`config.mk`:
```
export PLATFORM = sky130hd
export DESIGN_NAME = operand_loader_flat
export DESIGN_NICKNAME = d
export VERILOG_FILES = /design/src/rtl/operand_loader_pkg.sv /design/src/rtl/operand_loader_if.sv /design/src/rtl/operand_loader.sv /design/src/flat_wrapper.sv
export SDC_FILE = /design/constraint.sdc
export NUM_CORES = 1
export LEC_CHECK = 0
export ABC_AREA = 1
export BUFFER_PORTS_ARGS = -buffer_cell sky130_fd_sc_hd__buf_2
export CORE_ASPECT_RATIO = 2
export CORE_UTILIZATION = 44
export DETAILED_ROUTE_END_ITERATION = 10
export GPL_TIMING_DRIVEN = 0
export PLACE_DENSITY = 0.86
export SLEW_MARGIN = 20
export SYNTH_ARGS = -nofsm -noshare
export SYNTH_HDL_FRONTEND = slang
export SYNTH_SLANG_ARGS = --single-unit
```
`constraint.sdc`:
```
create_clock -name clk -period 1.1 [get_ports clk]
set_input_delay 0.11 -clock clk [delete_from_list [all_inputs] [get_ports clk]]
set_output_delay 0.11 -clock clk [all_outputs]
set_load 0.01 [all_outputs]
```
`src/rtl/operand_loader_pkg.sv`:
```
// operand_loader_pkg
//   Shared definitions for the operand loader and the controller that drives it.
//   - loader_state_t : loader FSM states.
//   - TGT_LEFT/TGT_TOP : buffer target encoding. The controller's LOAD_LEFT /
//     LOAD_TOP instruction decode uses the same constants.
package operand_loader_pkg;

  typedef enum logic [2:0] {
    IDLE,
    READ,
    DRAIN,
    SWAP,
    DONE
  } loader_state_t;

  localparam logic TGT_LEFT = 1'b0;
  localparam logic TGT_TOP  = 1'b1;

endpackage

```
`src/rtl/operand_loader_if.sv`:
```
// operand_loader_if
//   Bundles the three buses the loader touches:
//   - controller request: start / target_top / swap_after / base_addr / abort,
//     with status busy / done back to the controller;
//   - scratchpad port B: rd_addr out, rd_data in (1-cycle synchronous read);
//   - systolic array buffer load ports, left and top.
//   modport slave  : the loader itself.
//   modport master : the environment (controller + scratchpad + buffers).
interface operand_loader_if #(
  parameter int DATA_WIDTH    = 8,
  parameter int DP_ADDR_WIDTH = 10,
  parameter int MATRIX_SIZE   = 8,
  parameter int ADDR_WIDTH    = $clog2(MATRIX_SIZE)
);
  logic                     start;
  logic                     target_top;
  logic                     swap_after;
  logic [DP_ADDR_WIDTH-1:0] base_addr;
  logic                     abort;
  logic [DP_ADDR_WIDTH-1:0] rd_addr;
  logic [DATA_WIDTH-1:0]    rd_data;
  logic                     load_en_left;
  logic                     load_en_top;
  logic [ADDR_WIDTH-1:0]    addr_left;
  logic [ADDR_WIDTH-1:0]    addr_top;
  logic [DATA_WIDTH-1:0]    data_in_left;
  logic [DATA_WIDTH-1:0]    data_in_top;
  logic                     swap_buffers_left;
  logic                     swap_buffers_top;
  logic                     busy;
  logic                     done;

  modport slave (
    input  start, target_top, swap_after, base_addr, abort, rd_data,
    output rd_addr, load_en_left, load_en_top, addr_left, addr_top,
           data_in_left, data_in_top, swap_buffers_left, swap_buffers_top,
           busy, done
  );

  modport master (
    output start, target_top, swap_after, base_addr, abort, rd_data,
    input  rd_addr, load_en_left, load_en_top, addr_left, addr_top,
           data_in_left, data_in_top, swap_buffers_left, swap_buffers_top,
           busy, done
  );
endinterface

```
`src/rtl/operand_loader.sv`:
```
// operand_loader
//   Streams one MATRIX_SIZE-element operand vector from scratchpad port B into
//   the left or top input buffer of the systolic array, then optionally pulses
//   that buffer's swap, then pulses done.
// Ports:
//   clk  : system clock
//   rst  : asynchronous active-low reset
//   bus  : operand_loader_if.slave
//          start/target_top/swap_after/base_addr sampled on an IDLE start,
//          abort cancels at the next edge (beats start and every transition),
//          rd_addr registered scratchpad address, rd_data 1-cycle read data,
//          load_en/addr/data_in/swap_buffers per buffer, busy, done.
module operand_loader
  import operand_loader_pkg::*;
#(
  parameter int DATA_WIDTH    = 8,
  parameter int MATRIX_SIZE   = 8,
  parameter int DP_ADDR_WIDTH = 10,
  parameter int ADDR_WIDTH    = $clog2(MATRIX_SIZE)
) (
  input logic              clk,
  input logic              rst,
  operand_loader_if.slave  bus
);

  localparam int CNT_W = $clog2(MATRIX_SIZE + 1);
  localparam logic [CNT_W-1:0]      LAST_ISSUE = CNT_W'(MATRIX_SIZE - 1);
  localparam logic [ADDR_WIDTH-1:0] LAST_LOAD  = ADDR_WIDTH'(MATRIX_SIZE - 1);

  loader_state_t            state, nxt;
  logic                     tgt_q;
  logic                     swap_q;
  logic [DP_ADDR_WIDTH-1:0] rd_addr_q;
  logic [CNT_W-1:0]         issue_cnt;
  logic [ADDR_WIDTH-1:0]    load_cnt;
  // vld_pipe[0]: an address is on rd_addr this cycle
  // vld_pipe[1]: its read data is on rd_data this cycle (rd_valid)
  logic [1:0]               vld_pipe;
  logic                     rd_valid;
  logic                     accept;
  logic                     issue_now;

  assign rd_valid  = vld_pipe[1];
  assign accept    = (state == IDLE) && bus.start && !bus.abort;
  assign issue_now = accept || ((state == READ) && !bus.abort);

  always_comb begin
    nxt = state;
    case (state)
      IDLE:    if (bus.start) nxt = READ;
      // issue_cnt counts addresses already issued; this edge issues the last
      READ:    if (issue_cnt == LAST_ISSUE) nxt = DRAIN;
      DRAIN:   if (rd_valid && (load_cnt == LAST_LOAD)) nxt = swap_q ? SWAP : DONE;
      SWAP:    nxt = DONE;
      DONE:    nxt = IDLE;
      default: nxt = IDLE;
    endcase
    if (bus.abort) nxt = IDLE;
  end

  always_ff @(posedge clk or negedge rst) begin
    if (!rst) begin
      state     <= IDLE;
      tgt_q     <= TGT_LEFT;
      swap_q    <= 1'b0;
      rd_addr_q <= '0;
      issue_cnt <= '0;
      load_cnt  <= '0;
      vld_pipe  <= '0;
    end else begin
      state <= nxt;
      // abort drops any read still in flight so no strobe follows it
      vld_pipe <= bus.abort ? 2'b00 : {vld_pipe[0], issue_now};
      if (accept) begin
        tgt_q     <= bus.target_top;
        swap_q    <= bus.swap_after;
        rd_addr_q <= bus.base_addr;
        issue_cnt <= CNT_W'(1);
      end else if ((state == READ) && !bus.abort) begin
        rd_addr_q <= rd_addr_q + DP_ADDR_WIDTH'(1);
        issue_cnt <= issue_cnt + CNT_W'(1);
      end
      if (accept)        load_cnt <= '0;
      else if (rd_valid) load_cnt <= load_cnt + ADDR_WIDTH'(1);
    end
  end

  assign bus.rd_addr = rd_addr_q;

  // Strobes are decoded straight from registers, so reset clears them
  // immediately and they never glitch.
  assign bus.load_en_left = rd_valid && (tgt_q == TGT_LEFT);
  assign bus.load_en_top  = rd_valid && (tgt_q == TGT_TOP);
  assign bus.addr_left    = bus.load_en_left ? load_cnt : '0;
  assign bus.addr_top     = bus.load_en_top  ? load_cnt : '0;
  assign bus.data_in_left = bus.load_en_left ? bus.rd_data : '0;
  assign bus.data_in_top  = bus.load_en_top  ? bus.rd_data : '0;

  assign bus.swap_buffers_left = (state == SWAP) && (tgt_q == TGT_LEFT);
  assign bus.swap_buffers_top  = (state == SWAP) && (tgt_q == TGT_TOP);
  assign bus.busy = (state != IDLE);
  assign bus.done = (state == DONE);

endmodule

```
`src/flat_wrapper.sv`:
```
// flat-port wrapper written by rule: the top's interface ports become plain ports
module operand_loader_flat import operand_loader_pkg::*;
#(
  parameter int DATA_WIDTH    = 8,
  parameter int MATRIX_SIZE   = 8,
  parameter int DP_ADDR_WIDTH = 10,
  parameter int ADDR_WIDTH    = $clog2(MATRIX_SIZE)
)
  (clk, rst, bus_start, bus_target_top, bus_swap_after, bus_base_addr, bus_abort, bus_rd_data, bus_rd_addr, bus_load_en_left, bus_load_en_top, bus_addr_left, bus_addr_top, bus_data_in_left, bus_data_in_top, bus_swap_buffers_left, bus_swap_buffers_top, bus_busy, bus_done);
  operand_loader_if #(.DATA_WIDTH(DATA_WIDTH), .DP_ADDR_WIDTH(DP_ADDR_WIDTH), .MATRIX_SIZE(MATRIX_SIZE), .ADDR_WIDTH(ADDR_WIDTH)) bus_i ();
  input logic clk;
  input logic rst;
  input wire logic [$bits(bus_i.start)-1:0] bus_start;
  input wire logic [$bits(bus_i.target_top)-1:0] bus_target_top;
  input wire logic [$bits(bus_i.swap_after)-1:0] bus_swap_after;
  input wire logic [$bits(bus_i.base_addr)-1:0] bus_base_addr;
  input wire logic [$bits(bus_i.abort)-1:0] bus_abort;
  input wire logic [$bits(bus_i.rd_data)-1:0] bus_rd_data;
  output wire logic [$bits(bus_i.rd_addr)-1:0] bus_rd_addr;
  output wire logic [$bits(bus_i.load_en_left)-1:0] bus_load_en_left;
  output wire logic [$bits(bus_i.load_en_top)-1:0] bus_load_en_top;
  output wire logic [$bits(bus_i.addr_left)-1:0] bus_addr_left;
  output wire logic [$bits(bus_i.addr_top)-1:0] bus_addr_top;
  output wire logic [$bits(bus_i.data_in_left)-1:0] bus_data_in_left;
  output wire logic [$bits(bus_i.data_in_top)-1:0] bus_data_in_top;
  output wire logic [$bits(bus_i.swap_buffers_left)-1:0] bus_swap_buffers_left;
  output wire logic [$bits(bus_i.swap_buffers_top)-1:0] bus_swap_buffers_top;
  output wire logic [$bits(bus_i.busy)-1:0] bus_busy;
  output wire logic [$bits(bus_i.done)-1:0] bus_done;
  assign bus_i.start = bus_start;
  assign bus_i.target_top = bus_target_top;
  assign bus_i.swap_after = bus_swap_after;
  assign bus_i.base_addr = bus_base_addr;
  assign bus_i.abort = bus_abort;
  assign bus_i.rd_data = bus_rd_data;
  assign bus_rd_addr = bus_i.rd_addr;
  assign bus_load_en_left = bus_i.load_en_left;
  assign bus_load_en_top = bus_i.load_en_top;
  assign bus_addr_left = bus_i.addr_left;
  assign bus_addr_top = bus_i.addr_top;
  assign bus_data_in_left = bus_i.data_in_left;
  assign bus_data_in_top = bus_i.data_in_top;
  assign bus_swap_buffers_left = bus_i.swap_buffers_left;
  assign bus_swap_buffers_top = bus_i.swap_buffers_top;
  assign bus_busy = bus_i.busy;
  assign bus_done = bus_i.done;
  operand_loader #(.DATA_WIDTH(DATA_WIDTH), .MATRIX_SIZE(MATRIX_SIZE), .DP_ADDR_WIDTH(DP_ADDR_WIDTH), .ADDR_WIDTH(ADDR_WIDTH)) u_core (.clk(clk), .rst(rst), .bus(bus_i));
endmodule
```
==> results.py <==
metrics = {
    "synth": {
        "synthXorXnorAreaFrac": 0.02206,
        "syn_avg_cell_area_um2": 6.785,
        "netlist_instances": 234,
        "synth.distinct_cells": 25,
        "muxShareOfSynthArea": 0,
        "synth_compound_area_frac": 0.06147,
        "ys_seq_area_frac": 0.3783,
        "synth_top_family_by_area": "simple AND/OR/NAND/NOR gates",
        "synth_fp_nets": 262,
        "synth-seq-cells": 24,
        "yosys_warnings": 0,
        "synth-simple-area-share": 0.3916,
        "synth_fa_ha_area_frac": 0.03152,
        "syn_area_um2": 1588,
    },
    "sta": {
        "timing.slew.headroom": 0.6240,
        "worstMarginPinSlew_ns": 0.5641,
        "fin_hold_ws_ns": -0.003274,
        "rsz0062_at_grt": "true",
        "fin_ws_ns": -0.2676,
        "hold_viol": 1,
        "fmax_mhz": 731.2,
        "finalCriticalPeriod_ns": 1.368,
        "finalSetupViolations": 50,
        "clock_skew_ns": 0.003890,
        "period_share": 1.243,
        "slew_viol_final": 0,
    },
    "detailed_routing": {
        "drcViolationCount": 0,
        "antenna_left": 0,
        "firstDrtPassIters": 4,
        "viasPerCell": 5.057,
        "vias": 1861,
        "wl_per_cell_um": 13.46,
        "drt_iter0_drc": 46,
        "drt-total-wl_um": 4953,
    },
    "power": {
        "peakVddDrop_uv": 1494,
        "p_leak_nw": 1.357,
        "powerDensity_nw_per_um2": 2044,
    },
    "floorplan": {
        "die_area_um2": 3867,
        "ios": 62,
        "die_w_um": 44.48,
        "core_um2": 3416,
        "die_h_um": 86.95,
        "placementRows": 30,
        "initial_core_util": 0.4648,
    },
    "cells_and_area": {
        "nets": 349,
        "fillers": 246,
        "synthToLayoutAreaGrowth_pct": 55.79,
        "fin_cells": 368,
        "regArea_um2": 606.8,
        "drive_gt1_frac": 0.4500,
        "multi_input_area_um2": 980.9,
        "diodes": 0,
        "finalCoreUtilization": 0.7242,
        "stdcell_area_um2": 2474,
    },
    "setup_path": {
        "crit_path_end_kind": "output port",
        "worstPathRequired_ns": 0.99,
        "cp.arrival_ns": 1.26,
        "critPathKind": "flip-flop to output port",
        "crit_path_max_fanout": 5,
        "worstSetupStartpointType": "flip-flop",
    },
    "cts": {
        "worstSkewPairLatency_ns": 0.27,
        "cts_tree": "built",
        "clkSlewWorstSetupHoldPaths_ns": 0.09,
        "cts_max_path_buffers": 2,
        "cts_max_level": 1,
        "cts.sinks": 24,
        "cts_buffers": 3,
        "root_buffer": "clkbuf_8",
    },
    "worst_hold_path": {
        "hp-class": "input pin to flip-flop",
    },
    "global_routing": {
        "grt_antenna_before_repair": 0,
        "grt_max_degree": 25,
        "grtUsageTotal": 0.2527,
        "grt_first_pass_wirelength_um": 7265,
        "grt_pass1_vias": 1703,
        "gr-total-overflow": 0,
    },
    "placement": {
        "globalplace.congestion": 0.7494,
        "numPortBuffers": 61,
        "hpwl_um": 2976,
        "placed_cells": 343,
        "placed_area_um2": 1979,
    },
    "status": {
        "status": "complete, but fails checks",
        "failed_checks": "hold timing, setup timing",
    },
    "job": {
        "drv_cap": 0,
    },
}
## flip-flops by register name, summed over array words and instances, names as in the netlist
signal / flops
u_core.bus.rd_addr: 10
u_core.issue_cnt: 4
u_core.load_cnt: 3
u_core.state: 3
u_core.swap_q: 1
u_core.tgt_q: 1
u_core.vld_pipe: 2
## synth_stat cells
master	n	area (um^2)
a21oi_1	1	5.000
a22o_1	1	8.760
buf_2	1	5.000
buf_4	1	7.510
buf_6	1	11.26
clkbuf_1	3	11.26
clkinv_2	1	5.000
dfrtp_1	24	600.6
ha_1	4	50.05
inv_1	36	135.1
inv_2	2	7.510
nand2_1	69	259.0
nand3_1	19	95.09
nand3_4	1	17.52
nand3b_1	2	15.01
nand4_1	2	12.51
nand4_4	1	21.27
nor2_1	47	176.4
nor2_8	1	20.02
nor3_1	1	5.000
o211ai_1	3	22.52
o211ai_4	1	21.27
o21ai_0	8	40.04
xnor2_1	2	17.52
xor2_1	2	17.52
## layout make-up
class / count / area share
multi-input combinational: 166 / 0.3966
sequential: 24 / 0.2453
timing repair buffer: 81 / 0.2205
inverter: 39 / 0.06323
buffer: 6 / 0.03187
tap: 48 / 0.02428
clock buffer: 4 / 0.01821
## cell usage in the layout, fill, tap and decap left out, types with 2 or more instances in the layout
master    instances
nand3_1          15
nor2_2           14
inv_1            29
inv_2             7
xnor2_1           2
buf_2            54
buf_6            11
ha_2              2
xor2_1            2
nor2_4            5
nand3b_1          2
dfrtp_2           5
o21ai_0           8
inv_4             2
clkbuf_8          3
nand2_1          62
dfrtp_1          19
nor2_1           28
o211ai_1          3
nand3_2           4
buf_4            14
nand4_1           2
buf_12            2
nand2_8           2
nand2_2           5
buf_8             5
## layer usage
metal,wire length (um),GRT usage
met1,1630,0.2313
met2,2917,0.5348
met3,264,0.01245
met4,140,0.07989
met5,0,0
## worst paths after layout
path,from,to,slack [ns],cells after the start
worst max register to register,u_core.state[1],u_core.bus.rd_addr[3],-0.26,5
max in group asynchronous,rst,u_core.state[2],0.32,2
worst min register to register,u_core.vld_pipe[0],u_core.vld_pipe[1],0.47,2
worst min-delay path,bus_abort,u_core.vld_pipe[1],-0.003,2
worst max-delay path,u_core.tgt_q,bus_data_in_left[4],-0.27,5
min in group asynchronous,rst,u_core.bus.rd_addr[6],0.37,2
## critical path, cell delays in order (launching register included)
cell     delay (ns)
dfrtp_2        0.46
inv_4          0.10
nand2_8        0.06
buf_8          0.13
nor2_1         0.08
buf_2          0.14
## timing repair
item / CTS / global route
setup endpoints to repair: 51 / 50
hold endpoints to repair: 24 / 0
hold buffers: 1 / 0
pin swaps: 8 / 7
buffers inserted: 6 / 9
gates cloned: 4 / 1
resized for setup: 35 / 44
## per-stage QoR
| step | setup TNS [ns] | total power [W] | hold slack (ns) | worst slack [ns] |
|---|---|---|---|---|
| floorplan | -0.8215 | 0.002966 | -0.1856 | -0.09190 |
| global placement | -7.425 | 0.003544 | 0.1249 | -0.2274 |
| detailed placement | -8.733 | 0.003624 | 0.1307 | -0.2582 |
| CTS | -9.082 | 0.004546 | 0.001070 | -0.2360 |
| global route | -13.05 | 0.005425 | 0.005681 | -0.3118 |
| finish | -10.76 | 0.005055 | -0.003274 | -0.2676 |
## power by group
group | internal (W) | switching [W] | leakage, nW
clock network | 0.000260 | 0.000292 | 0.0228
registers | 0.00123 | 0.000426 | 0.303
logic | 0.00128 | 0.00157 | 1.03
## logic make-up (layout without fill, tap and decap cells)
logic type,after synthesis,count (layout)
xor+xnor,4,4
flops,24,24
fa+ha+maj,4,4
simple gates,143,144
buf+inv,45,130
compound gates,14,14
Power figures use the tool's default switching activity.
